$ cat config.mk
export PLATFORM = sky130hd
export DESIGN_NAME = fetch_stage
export DESIGN_NICKNAME = d
export VERILOG_FILES = /design/src/rtl/fetch_pkg.sv /design/src/rtl/fetch_pc_reg.sv /design/src/rtl/fetch_stage.sv
export SDC_FILE = /design/constraint.sdc
export NUM_CORES = 1
export LEC_CHECK = 0
export ABC_AREA = 1
export BUFFER_PORTS_ARGS = -buffer_cell sky130_fd_sc_hd__buf_4
export CORE_ASPECT_RATIO = 0.9
export CORE_MARGIN = 2
export CORE_UTILIZATION = 48
export DETAILED_ROUTE_END_ITERATION = 10
export GPL_TIMING_DRIVEN = 0
export PLACE_DENSITY_LB_ADDON = 0.15
export SYNTH_ARGS = -nofsm -noshare
export SYNTH_HDL_FRONTEND = slang
export SYNTH_SLANG_ARGS = --single-unit
$ cat constraint.sdc
create_clock -name clk -period 2.9 [get_ports clk]
set_clock_uncertainty 0.15 [all_clocks]
set_input_delay 0.29 -clock clk [delete_from_list [all_inputs] [get_ports clk]]
set_output_delay 0.29 -clock clk [all_outputs]
set_load 0.01 [all_outputs]
$ cat src/rtl/fetch_pkg.sv
// rtl/fetch_pkg.sv - shared types and constants for the instruction-fetch stage
package fetch_pkg;

    localparam int INSTR_W = 16;
    localparam int ADDR_W  = 16;

    localparam logic [3:0] OPCODE_HALT = 4'hF;

    typedef enum logic [1:0] {
        START = 2'd0,
        FETCH = 2'd1,
        HALT  = 2'd2
    } state_t;

    typedef struct packed {
        logic [INSTR_W-1:0] instr;
        logic [ADDR_W-1:0]  pc;
        logic [ADDR_W-1:0]  pc_plus2;
        logic               valid;
    } if_id_t;

endpackage

$ cat src/rtl/fetch_pc_reg.sv
// rtl/fetch_pc_reg.sv - program counter with wrap/mask logic and next-PC mux
module fetch_pc_reg
    import fetch_pkg::*;
#(
    parameter logic [15:0] RESET_PC   = 16'h0000,
    parameter int          IMEM_BYTES = 128
) (
    input  logic              clk,
    input  logic              reset,
    input  logic              load,
    input  logic [ADDR_W-1:0] target,
    input  logic              advance,
    output logic [ADDR_W-1:0] pc,
    output logic [ADDR_W-1:0] pc_plus2
);

    // IMEM_BYTES is a power of two, so modulo reduces to an AND mask
    localparam logic [ADDR_W-1:0] PC_MASK = ADDR_W'(IMEM_BYTES - 1);

    logic [ADDR_W-1:0] pc_next;

    assign pc_plus2 = (pc + 16'd2) & PC_MASK;

    // Redirect target wins over sequential advance; targets are halfword aligned
    always_comb begin
        pc_next = pc;
        if (load) begin
            pc_next = target & PC_MASK & 16'hFFFE;
        end else if (advance) begin
            pc_next = pc_plus2;
        end
    end

    // PC register
    always_ff @(posedge clk or negedge reset) begin
        if (!reset) begin
            pc <= RESET_PC;
        end else begin
            pc <= pc_next;
        end
    end

endmodule

$ cat src/rtl/fetch_stage.sv
// rtl/fetch_stage.sv - instruction-fetch stage with IF/ID register (optional perf counters: FETCH_PERF_EN)
module fetch_stage
    import fetch_pkg::*;
#(
    parameter logic [15:0] RESET_PC    = 16'h0000,
    parameter int          IMEM_BYTES  = 128,
    parameter logic [3:0]  HALT_OPCODE = OPCODE_HALT
) (
    input  logic               clk,
    input  logic               reset,
    input  logic               stall,
    input  logic               flush,
    input  logic               redirect_valid,
    input  logic [ADDR_W-1:0]  redirect_target,
    input  logic [INSTR_W-1:0] imem_instruction,
    output logic [ADDR_W-1:0]  imem_address,
    output logic               imem_enable,
    output logic               imem_rw,
    output logic [INSTR_W-1:0] if_id_instr,
    output logic [ADDR_W-1:0]  if_id_pc,
    output logic [ADDR_W-1:0]  if_id_pc_plus2,
    output logic               if_id_valid,
`ifdef FETCH_PERF_EN
    output logic [15:0]        perf_fetch_count,
    output logic [15:0]        perf_stall_count,
`endif
    output logic               halted
);

    state_t            state;
    state_t            state_next;
    if_id_t            if_id;
    logic [ADDR_W-1:0] pc;
    logic [ADDR_W-1:0] pc_plus2;
    logic              pc_load;
    logic              do_fetch;
    logic              clr_valid;

    fetch_pc_reg #(
        .RESET_PC   (RESET_PC),
        .IMEM_BYTES (IMEM_BYTES)
    ) u_pc (
        .clk      (clk),
        .reset    (reset),
        .load     (pc_load),
        .target   (redirect_target),
        .advance  (do_fetch),
        .pc       (pc),
        .pc_plus2 (pc_plus2)
    );

    // State register
    always_ff @(posedge clk or negedge reset) begin
        if (!reset) begin
            state <= START;
        end else begin
            state <= state_next;
        end
    end

    // Next state and per-cycle control: redirect > flush > stall > normal fetch
    always_comb begin
        state_next = state;
        pc_load    = 1'b0;
        do_fetch   = 1'b0;
        clr_valid  = 1'b0;
        case (state)
            START: begin
                state_next = FETCH;
            end
            FETCH: begin
                if (redirect_valid) begin
                    pc_load   = 1'b1;
                    clr_valid = 1'b1;
                end else if (flush) begin
                    clr_valid = 1'b1;
                end else if (!stall) begin
                    do_fetch = 1'b1;
                    if (imem_instruction[15:12] == HALT_OPCODE) begin
                        state_next = HALT;
                    end
                end
            end
            HALT: begin
                // A stalled decode keeps the halt instruction visible until it drains
                clr_valid = !(stall && !flush && !redirect_valid);
                if (redirect_valid) begin
                    pc_load    = 1'b1;
                    state_next = FETCH;
                end
            end
            default: begin
                state_next = START;
            end
        endcase
    end

    // IF/ID pipeline register
    always_ff @(posedge clk or negedge reset) begin
        if (!reset) begin
            if_id <= '0;
        end else if (do_fetch) begin
            if_id <= '{instr: imem_instruction, pc: pc, pc_plus2: pc_plus2, valid: 1'b1};
        end else if (clr_valid) begin
            if_id.valid <= 1'b0;
        end
    end

`ifdef FETCH_PERF_EN
    // Performance counters, free-running and wrapping
    always_ff @(posedge clk or negedge reset) begin
        if (!reset) begin
            perf_fetch_count <= 16'h0000;
            perf_stall_count <= 16'h0000;
        end else begin
            if (do_fetch) begin
                perf_fetch_count <= perf_fetch_count + 16'd1;
            end
            if (state == FETCH && stall && !redirect_valid) begin
                perf_stall_count <= perf_stall_count + 16'd1;
            end
        end
    end
`endif

    assign imem_address   = pc;
    assign imem_enable    = (state != FETCH);
    assign imem_rw        = 1'b1;
    assign halted         = (state == HALT);
    assign if_id_instr    = if_id.instr;
    assign if_id_pc       = if_id.pc;
    assign if_id_pc_plus2 = if_id.pc_plus2;
    assign if_id_valid    = if_id.valid;

endmodule

==> flow_summary.yaml <==
routing:
  wl_um: 3900
  drc: 0
  drt_first_iter_violations: 40
  vias: 1594
  ant_nets: 0
  post_drt_wl_per_cell_um: 10.5
  drt-pass1-iter-count: 6
  viasPerCell: 4.30
setup_path:
  ff2ff_path_depth: 8
  crit_arrival_ns: 1.67
  cp_slowest_stage_delay_ns: 0.42
  critical_path_required_ns: 2.92
  critPathMaxFanout: 7
  r2r_slack_ns: 1.25
  endpoint_kind: "flop"
  critical_path_class: "flop to flop"
  cp_common_cell: "nand2_1"
  crit_family: "flip-flops"
  path_depth: 8
  crit_chain: "inv_1 > ha_1 > nand2_1 > inv_1 > nand2_1 > o21ai_0 > nand2_1 > nand2_1"
  slowest_stage: "dfrtp_1"
  worst-path-buf-inv: 2
  start_kind: "flop"
global_route:
  grt_overflow: 0
  grt_antenna_before_repair: 0
  grt_util_all_layers: 0.182
  grt_pass1_vias: 1549
  grt_max_degree: 38
  grt_pass1_wl_um: 6620
sta:
  finalSetupTns_ns: 0
  finalWorstSetupSlack_ns: 1.25
  setup_viol: 0
  hold_viol_final: 0
  post-route-period-util: 0.569
  drv_slew: 0
  timing.final.crit_period_ns: 1.65
  rsz0062_at_grt: "no"
  fmax_ghz: 0.606
final_layout:
  synthToLayoutAreaGrowth_pct: 37.8
  multiInputGateArea_um2: 767
  regArea_um2: 926
  final_core_util: 0.704
  fin_nets: 368
  n_fill_cell: 327
  drive_above_1_share: 0.369
  antenna_cells: 0
power_and_ir_drop:
  internal_power_w: 0.00153
  clockPowerShare: 0.144
  cellLeakagePower_nw: 1.59
  p_per_area_nw_per_um2: 912
  power_switching_w: 0.000914
  pwr-share-seq: 0.388
  pwr-share-comb: 0.468
  max-vdd-ir-drop_mv: 0.648
  switching_share: 0.373
clock_tree:
  cts_setup_buffers: 0
  clk_pin_slew_ns: 0.07
  ctsLongestPathBuffers: 2
  cts_tree: "built"
  ctsHtreeMaxLevel: 2
  root_buffer: "clkbuf_8"
  insertion_delay_ns: 0.28
  clock_sinks: 37
  ctsResizeCount: 0
  cts_buffers: 5
placement:
  place_ws_ns: 1.26
  hpwl_um: 3060
  port_buffers: 63
  gp_congestion: 0.831
die:
  dieWidth_um: 71.2
  design.die.area_um2: 4590
  rows: 21
  initial_core_util: 0.511
  ios: 105
  dieHeight_um: 64.4
  design.core.area_um2: 3810
logic_synthesis:
  synth_common_cells: "nand2_1 (89), dfrtp_1 (37), buf_4 (32)"
  ys_ff_latch: 37
  netlist-cell-type-count: 23
  ys.flop_type: "dfrtp_1"
  syn-cell-area_um2: 1950
  synth-async-reset-ratio: 1.00
  yosysTopAreaCellShare: 0.475
  syn_avg_cell_area_um2: 8.66
  netlist_top_cells_area: "dfrtp_1 (48%), nand2_1 (17%), buf_4 (12%), ha_1 (3.9%), o21ai_2 (3.1%)"
  syn_inst: 225
  ys_seq_area_frac: 0.475
  synth_warnings: 0
  synth.largest_area_cell: "dfrtp_1"
  synth_edf_count: 0
  synth.most_common_cell: "nand2_1"
status:
  status: "finished clean"
job:
  cap_viol_max_count: 0
min_path:
  hp-class: "input port to flop"
  whs_path_depth: 3
## per-stage QoR
stage / power [W] / hold WS, ns / cells / area (um^2)
detailed placement: 0.00212 / 0.132 / 363 / 2590
floorplan: 0.00157 / -0.156 / 254 / 2060
finish: 0.00245 / 0.0534 / 371 / 2680
global route: 0.00266 / 0.0438 / 371 / 2680
CTS: 0.00248 / 0.0476 / 371 / 2680
global placement: 0.00209 / 0.132 / 363 / 2590
## tightest hold or removal path: cells and delay by family
family | cells | cell delay [ns]
buffers and inverters | 1 | 0.07
and+or+nand+nor | 2 | 0.08
## final cells by class
type | count | area share
sequential | 37 | 0.345
multi-input combinational | 163 | 0.286
timing repair buffer | 64 | 0.180
buffer | 37 | 0.112
clock buffer | 7 | 0.0322
inverter | 17 | 0.0238
tap | 46 | 0.0214
## flip-flops by register name, summed over array words and instances, names as in the netlist
register and count:
if_id_valid 1, state 2, if_id_pc_plus2 6, if_id_pc 6, if_id_instr 16, u_pc.pc 6
## path summary, 6_finish.rpt
kind / startpoint / endpoint
setup reg to reg: state[0] / u_pc.pc[1]
hold / removal: imem_instruction[4] / if_id_instr[4]
setup / recovery: state[0] / u_pc.pc[1]
hold reg to reg: if_id_instr[11] / if_id_instr[11]
max in group asynchronous: reset / if_id_pc_plus2[4]
min in group asynchronous: reset / if_id_pc[3]
## kinds of logic after synthesis
kind of cell             share of synthesized area
AND/OR/NAND/NOR                              0.234
buffers and inverters                        0.187
flip-flops                                   0.475
AO/OA/AOI/OAI                               0.0527
adder cells (fa/ha/maj)                     0.0385
XOR/XNOR                                   0.00899
other                                      0.00386
## cells in the final DEF (no fill, tap or decap)
master,n
nand2_2,2
buf_4,95
clkbuf_1,1
inv_1,16
buf_6,4
o21ai_2,7
conb_1,31
dfrtp_1,37
clkbuf_8,6
nand3_1,10
nand3_2,1
buf_8,1
xor2_1,2
o21ai_0,1
o22ai_1,1
or2_2,1
o21a_1,1
dlygate4sd3_1,1
inv_2,1
nor2_1,5
nand4_1,1
nand2_4,1
nor2_2,1
ha_1,6
o211ai_1,3
nand2_1,89
## per-layer routing
metal  GRT usage  part of all wire
met2       0.326              0.51
met5           0                 0
met1       0.215              0.41
met4      0.0401            0.0049
met3      0.0529             0.074
## power by group through the flow
| stage | Clock, W | Sequential (W) | Combinational, W |
|---|---|---|---|
| 5_1_grt | 0.000391 | 0.000990 | 0.00128 |
| 4_1_cts | 0.000362 | 0.000953 | 0.00116 |
| 2_1_floorplan | 0 | 0.00105 | 0.000529 |
| 6_report | 0.000351 | 0.000950 | 0.00115 |
| 3_3_place_gp | 0 | 0.000952 | 0.00114 |
| 3_5_place_dp | 0 | 0.000956 | 0.00116 |
## timing repair
action,4_1_cts,5_1_grt
endpoints found under the setup margin,0,0
hold buffers,1,0
hold endpoints to repair,37,0
No activity file was read; power rests on OpenSTA's default activity.
